[src/rtl/i2c_bus_monitor.sv]
// Passive I2C bus monitor: filters SCL/SDA, decodes START/RSTART/STOP/byte frames
// and queues decoded events in a small first-word-fallthrough FIFO.
//
// state | meaning
// IDLE  | bus free, waiting for a START condition
// BUSY  | between START and STOP/TIMEOUT, decoding 9-bit frames
module i2c_bus_monitor #(
  parameter int US      = 100,
  parameter int FILT    = 3,
  parameter int FIFO_AW = 3,
  parameter int TO_US   = 1000
) (
  input  logic       clk,
  input  logic       aresetn,
  input  logic       scl_in,
  input  logic       sda_in,
  output logic       evt_valid,
  input  logic       evt_ready,
  output logic [2:0] evt_type,
  output logic [7:0] evt_dat,
  output logic       evt_ack,
  output logic       evt_first,
  output logic       bus_busy,
  output logic       ovf,
  input  logic       clr_ovf
);
  localparam logic [2:0] EV_START   = 3'd0;
  localparam logic [2:0] EV_RSTART  = 3'd1;
  localparam logic [2:0] EV_STOP    = 3'd2;
  localparam logic [2:0] EV_BYTE    = 3'd3;
  localparam logic [2:0] EV_ABORT   = 3'd4;
  localparam logic [2:0] EV_TIMEOUT = 3'd5;

  localparam int FW     = $clog2(FILT + 1);
  localparam int TO_CYC = TO_US * US;
  localparam bit TO_EN  = (TO_CYC > 0);
  localparam int TO_W   = (TO_CYC > 1) ? $clog2(TO_CYC) : 1;
  localparam int TO_LD  = TO_EN ? TO_CYC - 1 : 0;
  localparam int DEPTH  = 2 ** FIFO_AW;

  typedef enum logic {IDLE, BUSY} state_t;
  state_t state, state_n;

  logic [1:0]    scl_sync, sda_sync;
  logic [FW-1:0] scl_fcnt, sda_fcnt;
  logic          scl_f, sda_f, scl_d, sda_d;

  always_ff @(posedge clk) begin
    if (!aresetn) begin
      scl_sync <= 2'b11;
      sda_sync <= 2'b11;
      scl_fcnt <= '0;
      sda_fcnt <= '0;
      scl_f    <= 1'b1;
      sda_f    <= 1'b1;
      scl_d    <= 1'b1;
      sda_d    <= 1'b1;
    end else begin
      scl_sync <= {scl_sync[0], scl_in};
      sda_sync <= {sda_sync[0], sda_in};
      scl_d    <= scl_f;
      sda_d    <= sda_f;
      if (scl_sync[1] == scl_f) scl_fcnt <= '0;
      else if (scl_fcnt == FW'(FILT - 1)) begin
        scl_f    <= scl_sync[1];
        scl_fcnt <= '0;
      end else scl_fcnt <= scl_fcnt + 1'b1;
      if (sda_sync[1] == sda_f) sda_fcnt <= '0;
      else if (sda_fcnt == FW'(FILT - 1)) begin
        sda_f    <= sda_sync[1];
        sda_fcnt <= '0;
      end else sda_fcnt <= sda_fcnt + 1'b1;
    end
  end

  logic [3:0]    bitcnt, bitcnt_n;
  logic [7:0]    sreg, sreg_n;
  logic          first, first_n, hi_seen, hi_n, bit_smp, smp_n;
  logic          pend_v, pend_v_n;
  logic [2:0]    pend_type, pend_type_n, ev;
  logic [TO_W-1:0] to_cnt;
  logic          scl_rise, scl_fall, start_c, stop_c, to_fire;
  logic          push;
  logic [12:0]   push_rec;

  assign scl_rise = scl_f & ~scl_d;
  assign scl_fall = ~scl_f & scl_d;
  assign start_c  = scl_f & sda_d & ~sda_f;
  assign stop_c   = scl_f & ~sda_d & sda_f & (state == BUSY);
  assign to_fire  = TO_EN && (state == BUSY) && !scl_f && (to_cnt == '0);

  // A bit is sampled on SCL rise but only committed on the following SCL fall, so the
  // SCL-high phase that frames a STOP or repeated START never counts as data.
  always_comb begin
    state_n     = state;
    bitcnt_n    = bitcnt;
    sreg_n      = sreg;
    first_n     = first;
    hi_n        = hi_seen;
    smp_n       = bit_smp;
    pend_v_n    = 1'b0;
    pend_type_n = pend_type;
    push        = 1'b0;
    push_rec    = '0;
    ev          = EV_STOP;
    if (pend_v) begin
      push     = 1'b1;
      push_rec = {pend_type, 10'd0};
    end
    if (start_c || stop_c) begin
      ev   = start_c ? ((state == BUSY) ? EV_RSTART : EV_START) : EV_STOP;
      push = 1'b1;
      if (bitcnt != 4'd0) begin
        push_rec    = {EV_ABORT, sreg, 2'b00};
        pend_v_n    = 1'b1;
        pend_type_n = ev;
      end else begin
        push_rec = {ev, 10'd0};
      end
      state_n  = start_c ? BUSY : IDLE;
      bitcnt_n = '0;
      sreg_n   = '0;
      hi_n     = 1'b0;
      if (start_c) first_n = 1'b1;
    end else if (to_fire) begin
      push     = 1'b1;
      push_rec = {EV_TIMEOUT, 10'd0};
      state_n  = IDLE;
      bitcnt_n = '0;
      sreg_n   = '0;
      hi_n     = 1'b0;
    end else if (state == BUSY) begin
      if (scl_rise) begin
        hi_n  = 1'b1;
        smp_n = sda_f;
      end else if (scl_fall && hi_seen) begin
        hi_n = 1'b0;
        if (bitcnt == 4'd8) begin
          push     = 1'b1;
          push_rec = {EV_BYTE, sreg, ~bit_smp, first};
          first_n  = 1'b0;
          bitcnt_n = '0;
          sreg_n   = '0;
        end else begin
          sreg_n   = {sreg[6:0], bit_smp};
          bitcnt_n = bitcnt + 4'd1;
        end
      end
    end
  end

  always_ff @(posedge clk) begin
    if (!aresetn) begin
      state     <= IDLE;
      bitcnt    <= '0;
      sreg      <= '0;
      first     <= 1'b0;
      hi_seen   <= 1'b0;
      bit_smp   <= 1'b0;
      pend_v    <= 1'b0;
      pend_type <= '0;
      to_cnt    <= '0;
    end else begin
      state     <= state_n;
      bitcnt    <= bitcnt_n;
      sreg      <= sreg_n;
      first     <= first_n;
      hi_seen   <= hi_n;
      bit_smp   <= smp_n;
      pend_v    <= pend_v_n;
      pend_type <= pend_type_n;
      if (state != BUSY || scl_f) to_cnt <= TO_W'(TO_LD);
      else if (to_cnt != '0)       to_cnt <= to_cnt - 1'b1;
    end
  end

  logic [12:0]      mem [DEPTH];
  logic [FIFO_AW:0] wr_ptr, rd_ptr;
  logic             full, pop, wr_en;
  logic [12:0]      head;

  assign evt_valid = (wr_ptr != rd_ptr);
  assign full      = (wr_ptr[FIFO_AW] != rd_ptr[FIFO_AW]) &&
                     (wr_ptr[FIFO_AW-1:0] == rd_ptr[FIFO_AW-1:0]);
  assign pop       = evt_valid & evt_ready;
  assign wr_en     = aresetn & push & (~full | pop);
  assign head      = evt_valid ? mem[rd_ptr[FIFO_AW-1:0]] : '0;
  assign {evt_type, evt_dat, evt_ack, evt_first} = head;
  assign bus_busy  = (state == BUSY);

  always_ff @(posedge clk) begin
    if (wr_en) mem[wr_ptr[FIFO_AW-1:0]] <= push_rec;
  end

  always_ff @(posedge clk) begin
    if (!aresetn) begin
      wr_ptr <= '0;
      rd_ptr <= '0;
      ovf    <= 1'b0;
    end else begin
      if (wr_en) wr_ptr <= wr_ptr + 1'b1;
      if (pop)   rd_ptr <= rd_ptr + 1'b1;
      if (push && full && !pop) ovf <= 1'b1;
      else if (clr_ovf)         ovf <= 1'b0;
    end
  end
endmodule

[config.mk]
export PLATFORM = sky130hd
export DESIGN_NAME = i2c_bus_monitor
export DESIGN_NICKNAME = d
export VERILOG_FILES = /design/src/rtl/i2c_bus_monitor.sv
export SDC_FILE = /design/constraint.sdc
export NUM_CORES = 1
export LEC_CHECK = 0
export BUFFER_PORTS_ARGS = -buffer_cell sky130_fd_sc_hd__clkbuf_2
export CAP_MARGIN = 5
export CELL_PAD_IN_SITES_DETAIL_PLACEMENT = 1
export CELL_PAD_IN_SITES_GLOBAL_PLACEMENT = 2
export CORE_UTILIZATION = 48
export DETAILED_ROUTE_END_ITERATION = 8
export PLACE_DENSITY_LB_ADDON = 0.1
export SLEW_MARGIN = 0
export SYNTH_ARGS = -nofsm -noshare
export SYNTH_HDL_FRONTEND = slang
export SYNTH_SLANG_ARGS = --single-unit
export TNS_END_PERCENT = 20
[constraint.sdc]
create_clock -name clk -period 9.17 [get_ports clk]
set_input_delay 1.834 -clock clk [delete_from_list [all_inputs] [get_ports clk]]
set_output_delay 1.834 -clock clk [all_outputs]
set_load 0.05 [all_outputs]
After elaboration in Yosys (flattened, before gate mapping)
Memory sizes are Yosys's and may differ from the RTL's. A register that Yosys moved wholly into a read port is not among the register bits.
Cells that the tools add are included.
{"block": "totals", "reg_bits": 58, "mem_bits_rw": 104, "out_inout_bits": 16, "memories": 1}
{"name": "mem", "words": 8, "word_bits": 13, "read_ports": 1, "rd_clocked_by_memory_dff": 1, "write_ports": 1, "line": "177", "text": "logic [12:0] mem [DEPTH];"}
{"block": "op_classes", "n_addsub": 6, "n_eq_ne": 11, "mux": 41, "n_bitwise": 24, "reduce_logical": 32}
{"operator": "2-to-1 mux 13 bit", "count": 9}
{"operator": "2-to-1 mux 17 bit", "count": 2}
{"operator": "2-to-1 mux 1 bit", "count": 25}
{"operator": "logical NOT 17 bit", "count": 1}
{"operator": "nonzero test 17 bit", "count": 1}
{"operator": "subtractor 17 x 1 -> 17 bit, second input constant", "count": 1}
{"operator": "nonzero test 2 bit", "count": 7}
{"operator": "inverter 1 bit", "count": 13}
{"operator": "adder 4 x 1 -> 4 bit, second input constant", "count": 3}
{"operator": "bitwise AND 1 bit", "count": 10}
{"operator": "AND reduction 2 bit", "count": 5}
{"operator": "OR reduction 3 bit", "count": 3}
{"operator": "2-to-1 mux 8 bit", "count": 1}
{"operator": "logical AND 1 bit", "count": 6}
{"operator": "2-to-1 mux 3 bit", "count": 2}
{"operator": "AND reduction 6 bit", "count": 1}
{"operator": "adder 2 x 1 -> 2 bit, second input constant", "count": 2}
{"operator": "equality test 2 bit, second input constant", "count": 2}
{"operator": "equality test 4 bit, second input constant", "count": 1}
{"operator": "2-to-1 mux 4 bit", "count": 1}
{"operator": "!= test 2 x 1 -> 1 bit, second input constant", "count": 2}
{"operator": "!= test 4 bit", "count": 1}
{"operator": "AND reduction 4 bit", "count": 1}
{"operator": "nonzero test 4 bit", "count": 1}
{"operator": "10 further kinds", "count": 13}

Logic depth before layout (Yosys ltp)
Gate-level depths: netlist of the first run.
{"block": "depth", "depth_word": 12, "depth_mapped": 8, "mapped_depth_nobuf": 7}

Worst setup path before layout of the first run
OpenSTA, ideal clock, no wires.
{"block": "synth_path", "path_kind": "input port to flip-flop", "start": "in aresetn", "end": "mem mem[4][0], enable pin", "t_arrival_ns": 3.558, "required_time_ns": 8.753, "path_slack_ns": 5.195, "path_stages": 3, "path_buffers": 1, "path_cell_list": "clkbuf_1 -> nand2_1 -> nor4_1"}
{"block": "synth_between", "elab_chain_len": 4}
{"item": "start, declared", "line": "14", "text": "input logic aresetn,"}
{"item": "bitwise AND 1 bit (2 in series)", "line": "186", "text": "assign wr_en = aresetn & push & (~full | pop);"}
{"item": "2-to-1 mux 1 bit", "line": "192", "text": "if (wr_en) mem[wr_ptr[FIFO_AW-1:0]] <= push_rec;"}
{"item": "2-to-1 mux 1 bit (implied by the code)", "line": "192"}
{"item": "end, declared", "line": "177"}
Every way passes these cells.

==> results.py, run 1 <==
metrics = {
    "status": {
        "status": "completed",
    },
    "critical_path": {
        "path_max_fanout": 26,
        "endpoint_kind": "output pin",
        "worstSetupPathType": "flop to output pin",
        "critPathMaxStageDelay_ps": 940,
        "arrival_ps": 2630,
        "r2r_cells": 7,
        "cp_slowest_cell": "dfxtp_2",
        "start_kind": "flop",
        "critical_path_required_ps": 7340,
        "crit_chain": "mux4_2, mux2i_1, nor2_1, clkbuf_2",
    },
    "global_routing": {
        "grt_start_max_net_pins": 47,
        "gr-total-overflow": 0,
        "grt_first_pass_wirelength_um": 22900,
        "antenna_found_initial": 0,
        "grt_pass1_vias": 4159,
        "grt_usage": 0.217,
    },
    "yosys": {
        "syn_nets": 496,
        "syn_area_per_cell_um2": 14.0,
        "seq_area_frac_synth": 0.642,
        "synth-warning-count": 0,
        "synthArstFlopShare": 0,
        "synth_flop_cell": "edfxtp_1",
        "yosysUniqueCellTypes": 52,
        "synthCells": 482,
        "syn_area_mm2": 0.00673,
        "synth_enable_flop_cells": 104,
        "ys_ff_latch": 164,
    },
    "final_layout": {
        "nets": 522,
        "n_antenna_cell": 0,
        "area_delta_synth_final_pct": 12.8,
        "mostFrequentLayoutCell": "edfxtp_1",
        "drive_gt1_frac": 0.192,
        "mostFrequentLayoutCells": "104 x edfxtp_1, 59 x dfxtp_1, 45 x nor2_1",
        "fin_area_mm2": 0.00759,
        "fillCellCount": 1349,
        "final_cells": 696,
    },
    "placement": {
        "hpwlAfterDp_um": 8950,
        "dp.cells": 665,
        "portBuffers": 21,
        "place.gp.congestion": 0.751,
        "place_area_mm2": 0.00707,
    },
    "drt": {
        "routedWlPerCell_um": 20.3,
        "vias": 3930,
        "antenna_left": 0,
        "vias_per_cell": 5.65,
        "post-route-drc-count": 0,
        "drt-pass1-iter-count": 4,
        "routed_wl_um": 14100,
        "first_iter_violations": 256,
    },
    "cts": {
        "clockBufferDepth": 2,
        "htreeDepth": 4,
        "post_cts_buffers": 0,
        "numCtsBuffers": 17,
        "clkLatencyLatePin_ps": 420,
        "ctsResizeCount": 0,
        "clkTransAtPathRegs_ps": 60,
        "root_buffer": "clkbuf_16",
        "cts.sinks": 164,
        "ctsHoldBuffers": 0,
        "cts_tree": "done",
    },
    "floorplan": {
        "die_w_um": 120,
        "dieArea_mm2": 0.0145,
        "num_rows": 42,
        "ioPinCount": 22,
        "initial_utilization": 0.500,
        "coreArea_mm2": 0.0135,
        "die_h_um": 120,
    },
    "pwr": {
        "p_leak_nw": 2.49,
        "peakVddDrop_mv": 0.122,
        "cellPowerDensity_mw_per_mm2": 190,
        "p_total_mw": 1.44,
    },
    "timing": {
        "fin_crit_sh": 0.486,
        "fin_worst_skew_ps": 7.43,
        "tightest_slew_ps": 1310,
        "final_hold_viol_count": 0,
        "max_slew_margin": 0.121,
        "rsz0062_at_grt": "no",
        "fmax_ghz": 0.224,
        "finalSetupTns_ps": 0,
        "finalHoldWorstSlack_ps": 405,
        "setup_viol": 0,
        "slew_violations": 0,
        "finalCriticalPeriod_ps": 4460,
    },
    "job": {
        "maxCapViolCount": 0,
    },
    "min_path": {
        "hold_depth": 1,
        "worst_hold_path_type": "flop to flop",
    },
}
-- path summary, 6_finish.rpt --
check	startpoint	to	slack, ps
worst max-delay path	flop	evt_type[0]	4710
worst min-delay path	sda_sync[0]	sda_sync[1]	410
worst max register to register	to_cnt[0]	mem[7][3]	5400
worst min register to register	sda_sync[0]	sda_sync[1]	410
-- per-stage QoR --
step | setup slack, ps | utilization
4_1_cts | 4610 | 0.564
2_1_floorplan | 5200 | -
3_5_place_dp | 5130 | 0.525
5_1_grt | 4470 | 0.564
6_report | 4710 | 0.564
3_3_place_gp | 5190 | 0.525
-- cell usage after synthesis, types with 6 or more instances --
cell | n | area share
nor2_1 | 45 | 0.025
nor2b_1 | 12 | 0.011
ha_1 | 8 | 0.015
mux4_2 | 26 | 0.087
a21oi_1 | 12 | 0.0089
xor2_1 | 7 | 0.0091
a22oi_1 | 8 | 0.0089
o21ai_0 | 6 | 0.0045
nand3_1 | 13 | 0.0097
mux2i_1 | 19 | 0.028
clkbuf_1 | 17 | 0.0095
inv_1 | 7 | 0.0039
a21boi_1 | 10 | 0.011
edfxtp_1 | 104 | 0.46
nor4_1 | 8 | 0.0074
xnor2_1 | 14 | 0.018
nand2b_1 | 14 | 0.013
dfxtp_1 | 60 | 0.18
nand2_1 | 27 | 0.015
nor3_1 | 8 | 0.0059
-- report_power, final --
part | internal, mW | switching, mW | leakage, nW
combinational | 0.00793 | 0.0104 | 0.837
clock | 0.367 | 0.272 | 0.245
sequential | 0.779 | 0.00297 | 1.41
total | 1.15 | 0.285 | 2.49
-- final cells by class --
| cell class | instances | area (µm²) | share of cell area |
|---|---|---|---|
| Multi-Input combinational cell | 287 | 2320 | 0.305 |
| Tap cell | 176 | 220 | 0.0290 |
| Inverter | 8 | 30.0 | 0.00396 |
| Timing Repair Buffer | 30 | 173 | 0.0227 |
| Clock buffer | 20 | 437 | 0.0575 |
| Sequential cell | 164 | 4330 | 0.570 |
| Clock inverter | 11 | 88.8 | 0.0117 |
-- state kept, by name, summed over array words and instances (netlist names), 2 cells and up, named ones only --
name       count
pend_type      2
to_cnt        17
sreg           8
rd_ptr         4
scl_fcnt       2
scl_sync       2
mem          104
bitcnt         4
sda_sync       2
wr_ptr         4
sda_fcnt       2
-- logic make-up after synthesis --
family,share of synthesized area
fa+ha+maj,0.0149
compound gates,0.0502
xor+xnor,0.0273
mux,0.115
flops,0.642
simple gates,0.132
buf+inv,0.0180
-- critical path, delay by kind of cell (launching register included) --
family / cells / cell delay (ps)
AND/OR/NAND/NOR: 1 / 80
buffers and inverters: 1 / 260
multiplexers: 2 / 910
flip-flops: 1 / 940
-- routing by layer --
layer	share of wire	global-route usage
met2	0.51	0.369
met4	0.019	0.0818
met1	0.44	0.265
met5	0	0
met3	0.032	0.0557
Note: power is estimated with default switching activity, not from simulation.
==> run 2: changes to the inputs <==
--- a/config.mk
+++ b/config.mk
@@ -9,7 +9,7 @@
 export CAP_MARGIN = 5
 export CELL_PAD_IN_SITES_DETAIL_PLACEMENT = 1
 export CELL_PAD_IN_SITES_GLOBAL_PLACEMENT = 2
-export CORE_UTILIZATION = 48
+export CORE_UTILIZATION = 40
 export DETAILED_ROUTE_END_ITERATION = 8
 export PLACE_DENSITY_LB_ADDON = 0.1
 export SLEW_MARGIN = 0
==> constraint.sdc (replaced) <==
create_clock -name clk -period 3.7 [get_ports clk]
set_input_delay 0.74 -clock clk [delete_from_list [all_inputs] [get_ports clk]]
set_output_delay 0.74 -clock clk [all_outputs]
set_load 0.05 [all_outputs]
==> results.py, run 2 (same netlist as run 1, synthesis figures left out) <==
metrics = {
    "timing": {
        "fin_crit_sh": 0.843,
        "finalCriticalPeriod_ps": 3120,
        "rsz0062_at_grt": "no",
        "fin_worst_skew_ps": 8.59,
        "final_hold_viol_count": 0,
        "finalSetupTns_ps": 0,
        "setup_viol": 0,
        "max_slew_margin": 0.394,
        "fmax_ghz": 0.321,
        "tightest_slew_ps": 908,
        "slew_violations": 0,
    },
    "drt": {
        "routedWlPerCell_um": 18.5,
        "antenna_left": 0,
        "vias": 3925,
        "first_iter_violations": 177,
        "post-route-drc-count": 0,
        "vias_per_cell": 5.24,
        "routed_wl_um": 13800,
        "drt-pass1-iter-count": 5,
    },
    "cts": {
        "ctsHoldBuffers": 0,
        "cts_tree": "done",
        "ctsResizeCount": 0,
        "numCtsBuffers": 17,
        "clkLatencyLatePin_ps": 420,
        "htreeDepth": 4,
        "clockBufferDepth": 2,
        "post_cts_buffers": 0,
        "cts.sinks": 164,
        "root_buffer": "clkbuf_16",
        "clkTransAtPathRegs_ps": 60,
    },
    "critical_path": {
        "path_depth": 5,
        "r2r_end": "mem[2][8]",
        "cp_slowest_cell": "dfxtp_1",
        "reg2reg_from": "to_cnt[9]",
        "arrival_ps": 2380,
        "critPathMaxStageDelay_ps": 880,
        "critical_path_required_ps": 2960,
        "critPathBufInv": 2,
        "path_max_fanout": 16,
        "start_kind": "flop",
        "endpoint_kind": "output pin",
        "r2r_slack_ps": 960,
        "path_delay_family": "flip-flops",
        "r2r_cells": 6,
        "crit_chain": "buf_4, mux4_2, mux2i_1, nor2_1, clkbuf_2",
        "worstSetupPathType": "flop to output pin",
    },
    "floorplan": {
        "ioPinCount": 22,
        "num_rows": 47,
        "dieArea_mm2": 0.0173,
        "coreArea_mm2": 0.0165,
        "die_h_um": 132,
        "die_w_um": 132,
        "initial_utilization": 0.407,
    },
    "final_layout": {
        "largest_register_ffs": 104,
        "mostFrequentLayoutCell": "edfxtp_1",
        "area_delta_synth_final_pct": 16.3,
        "drive_gt1_frac": 0.212,
        "mostFrequentLayoutCells": "104 x edfxtp_1, 59 x dfxtp_1, 45 x nor2_1",
        "nets": 530,
        "n_antenna_cell": 0,
    },
    "min_path": {
        "hold_start": "sda_sync[0]",
        "hold_depth": 1,
        "min_to": "sda_sync[1]",
        "worst_hold_path_type": "flop to flop",
    },
    "pwr": {
        "p_leak_nw": 2.60,
        "peakVddDrop_mv": 0.318,
        "p_total_mw": 3.83,
        "cellPowerDensity_mw_per_mm2": 490,
    },
    "placement": {
        "place.gp.congestion": 0.767,
        "hpwlAfterDp_um": 9310,
        "portBuffers": 21,
    },
    "global_routing": {
        "grt_start_max_net_pins": 30,
        "antenna_found_initial": 0,
        "grt_first_pass_wirelength_um": 22700,
        "gr-total-overflow": 0,
        "grt_usage": 0.172,
        "grt_pass1_vias": 4175,
    },
    "status": {
        "status": "completed",
    },
    "job": {
        "maxCapViolCount": 0,
    },
}
## run 2: layer usage
layer,up-vias,routed length [µm],share of wire,track usage
met4,0,180,0.013,0.0601
li1,1875,-,-,-
met1,1994,6130,0.44,0.212
met2,42,7220,0.52,0.301
met3,14,316,0.023,0.0320
met5,-,0,0,0
## run 2: how the worst max path moves through the flow
stage            endpoint  slack, ps  startpoint
2_1_floorplan   mem[0][0]        160   to_cnt[0]
3_3_place_gp   evt_dat[3]       1010        flop
3_5_place_dp    mem[2][7]        970   to_cnt[9]
4_1_cts        evt_dat[3]        520        flop
5_1_grt        evt_dat[6]        420        flop
6_report       evt_dat[2]        580        flop
## run 2: area by class of cell
class | instances | area (µm²)
multi-input cells | 287 | 2320
flip-flops and latches | 164 | 4330
clock buffers | 18 | 429
clock inverters | 14 | 195
fillers | 1662 | 8690
inverters | 8 | 30.0
well taps | 220 | 275
repair buffers | 38 | 258
## run 2: metrics by stage
stage | hold WS [ps] | worst slack, ps | std cells | util | area [µm²]
2_1_floorplan | 386 | 157 | 482 | - | 6730
3_3_place_gp | 400 | 1010 | 717 | 0.436 | 7210
3_5_place_dp | 397 | 966 | 717 | 0.436 | 7210
4_1_cts | 414 | 516 | 749 | 0.474 | 7830
5_1_grt | 428 | 416 | 749 | 0.474 | 7830
6_report | 411 | 581 | 749 | 0.474 | 7830
## run 2: report_power, final
group / internal, mW / switching, mW
registers: 1.93 / 0.00698
clock network: 1.09 / 0.765
logic: 0.0199 / 0.0265
==> run 3: changes to the inputs <==
--- a/config.mk
+++ b/config.mk
@@ -5,11 +5,12 @@
 export SDC_FILE = /design/constraint.sdc
 export NUM_CORES = 1
 export LEC_CHECK = 0
+export ABC_AREA = 1
 export BUFFER_PORTS_ARGS = -buffer_cell sky130_fd_sc_hd__clkbuf_2
 export CAP_MARGIN = 5
 export CELL_PAD_IN_SITES_DETAIL_PLACEMENT = 1
 export CELL_PAD_IN_SITES_GLOBAL_PLACEMENT = 2
-export CORE_UTILIZATION = 40
+export CORE_UTILIZATION = 41
 export DETAILED_ROUTE_END_ITERATION = 8
 export PLACE_DENSITY_LB_ADDON = 0.1
 export SLEW_MARGIN = 0
==> constraint.sdc (replaced) <==
create_clock -name clk -period 3.2 [get_ports clk]
set_input_delay 0.64 -clock clk [delete_from_list [all_inputs] [get_ports clk]]
set_output_delay 0.64 -clock clk [all_outputs]
set_load 0.05 [all_outputs]
==> results.py, run 3 <==
metrics = {
    "critical_path": {
        "crit_chain": "buf_4, o21ai_0, o22ai_1, o21ai_0, a31oi_1, clkbuf_2",
        "worstSetupPathType": "flop to output pin",
        "crit_end": "evt_dat[6]",
        "critPathMaxStageDelay_ps": 450,
        "critical_path_required_ps": 2560,
        "cp_slowest_cell": "buf_4",
        "cpMostUsedCell": "o21ai_0",
        "critPathBufInv": 2,
        "path_depth": 6,
        "path_delay_family": "buffers and inverters",
        "reg2reg_from": "bitcnt[0]",
        "start_kind": "flop",
        "path_max_fanout": 52,
        "arrival_ps": 2220,
        "r2r_end": "mem[5][7]",
        "r2r_cells": 8,
        "r2r_slack_ps": 700,
        "endpoint_kind": "output pin",
    },
    "yosys": {
        "yosysUniqueCellTypes": 35,
        "synth-warning-count": 0,
        "synthArstFlopShare": 0,
        "syn_area_per_cell_um2": 10.2,
        "synth_commonest_cells": "128 x nor2_1, 104 x edfxtp_1, 70 x o21ai_0",
        "synth_enable_flop_cells": 104,
        "yosysMostFrequentCell": "nor2_1",
        "synth_top_area_frac": 0.454,
        "synthCells": 676,
        "syn_area_mm2": 0.00687,
        "synth.area.top_cells": "edfxtp_1 45%, dfxtp_1 17%, nor2_1 7.0%, o21ai_0 5.1%, nand2_1 3.7%",
        "seq_area_frac_synth": 0.629,
        "syn_nets": 690,
        "ys_ff_latch": 164,
        "synth_top_area_cell": "edfxtp_1",
        "synth_flop_cell": "edfxtp_1",
    },
    "floorplan": {
        "ioPinCount": 22,
        "die_w_um": 131,
        "dieArea_mm2": 0.0173,
        "coreArea_mm2": 0.0161,
        "initial_utilization": 0.426,
        "die_h_um": 131,
        "num_rows": 46,
    },
    "timing": {
        "fin_worst_skew_ps": 10.4,
        "slew_violations": 0,
        "setup_ws_ps": 339,
        "setup_viol": 0,
        "rsz0062_at_grt": "no",
        "fmax_ghz": 0.350,
        "tightest_slew_ps": 825,
        "finalSetupTns_ps": 0,
        "finalCriticalPeriod_ps": 2860,
        "fin_crit_sh": 0.894,
        "max_slew_margin": 0.449,
        "final_hold_viol_count": 0,
    },
    "cts": {
        "htreeDepth": 4,
        "numCtsBuffers": 17,
        "ctsHoldBuffers": 0,
        "cts_tree": "done",
        "clkLatencyLatePin_ps": 430,
        "post_cts_buffers": 0,
        "cts.sinks": 164,
        "clkTransAtPathRegs_ps": 60,
        "root_buffer": "clkbuf_16",
        "clockBufferDepth": 2,
        "ctsResizeCount": 0,
    },
    "status": {
        "status": "completed",
    },
    "placement": {
        "hpwlAfterDp_um": 10900,
        "dp.cells": 902,
        "place_ws_ps": 724,
        "portBuffers": 21,
        "place.gp.congestion": 0.759,
    },
    "global_routing": {
        "grt_first_pass_wirelength_um": 27000,
        "antenna_found_initial": 0,
        "grt_pass1_vias": 5135,
        "grt_start_max_net_pins": 53,
        "grt_usage": 0.203,
        "gr-total-overflow": 0,
    },
    "pwr": {
        "peakVddDrop_mv": 0.385,
        "p_leak_nw": 2.88,
        "cellPowerDensity_mw_per_mm2": 594,
    },
    "final_layout": {
        "drive_gt1_frac": 0.131,
        "nets": 719,
        "n_antenna_cell": 0,
        "fillCellCount": 1809,
        "mostFrequentLayoutCells": "128 x nor2_1, 104 x edfxtp_1, 70 x o21ai_0",
        "largest_register_ffs": 104,
        "area_delta_synth_final_pct": 14.3,
        "final_cells": 934,
        "mostFrequentLayoutCell": "nor2_1",
    },
    "min_path": {
        "worst_hold_path_type": "input pin to flop",
    },
    "drt": {
        "first_iter_violations": 293,
        "antenna_left": 0,
        "vias": 4925,
        "vias_per_cell": 5.27,
        "routedWlPerCell_um": 17.8,
        "post-route-drc-count": 0,
        "drt-pass1-iter-count": 4,
        "routed_wl_um": 16600,
    },
    "job": {
        "maxCapViolCount": 0,
    },
}
run 3: cell types whose count changed in the layout (fill, tap and decap cells not counted), sizes merged, moves of 9 or more:
| cell | previous run | this run |
|---|---|---|
| nor2 | 45 | 140 |
| o21ai | 7 | 73 |
| nand2 | 28 | 73 |
| inv | 14 | 44 |
| a21oi | 13 | 41 |
| mux4 | 26 | 0 |
| mux2i | 19 | 0 |
| a31oi | 1 | 16 |
| nand2b | 14 | 0 |
| o22ai | 1 | 14 |
| nor2b | 12 | 0 |
| a21boi | 12 | 1 |
| nand3 | 13 | 23 |
| nor4 | 9 | 0 |
run 3: kinds of logic after synthesis:
family	Yosys count	share of synthesized area
buffers and inverters	72	0.0426
adders and majority gates	8	0.0146
AOI/OAI and AO/OA	158	0.126
DFF	164	0.629
and+or+nand+nor	256	0.165
xor gates and xnor gates	18	0.0229
run 3: how the worst min path moves through the flow:
| stage | from | endpoint | slack [ps] | cells past startpoint |
|---|---|---|---|---|
| floorplan | scl_sync[0] | scl_sync[1] | 390 | 1 |
| global placement | sda_fcnt[0] | sda_fcnt[0] | 400 | 1 |
| detailed placement | scl_sync[0] | scl_sync[1] | 410 | 1 |
| CTS | scl_in | scl_sync[0] | 380 | 2 |
| global route | scl_in | scl_sync[0] | 390 | 2 |
| finish | scl_in | scl_sync[0] | 400 | 2 |
run 3: per-stage QoR:
stage / cell area [µm²] / utilization / power [mW] / hold WS, ps
6_report: 7860 / 0.488 / 4.67 / 399
5_1_grt: 7860 / 0.488 / 4.83 / 388
4_1_cts: 7860 / 0.488 / 4.72 / 382
3_5_place_dp: 7270 / 0.451 / 2.67 / 405
3_3_place_gp: 7270 / 0.451 / 2.66 / 402
2_1_floorplan: 6870 / - / 2.56 / 393
run 3: power by group:
group | internal (mW) | switching, mW
sequential | 2.24 | 0.0145
clock | 1.22 | 0.824
combinational | 0.107 | 0.260
run 3: area by class of cell:
class,count,area (µm²),area share
timing repair buffer,40,260,0.0331
inverter,42,158,0.0201
clock inverter,13,156,0.0199
sequential,164,4320,0.550
tap,216,270,0.0344
clock buffer,19,433,0.0551
multi-input combinational,440,2260,0.287
run 3: routing by layer:
layer / GRT usage / wire length, µm
met3: 0.0359 / 390
met4: 0.0717 / 263
met5: 0 / 0
met2: 0.366 / 8610
met1: 0.243 / 7350
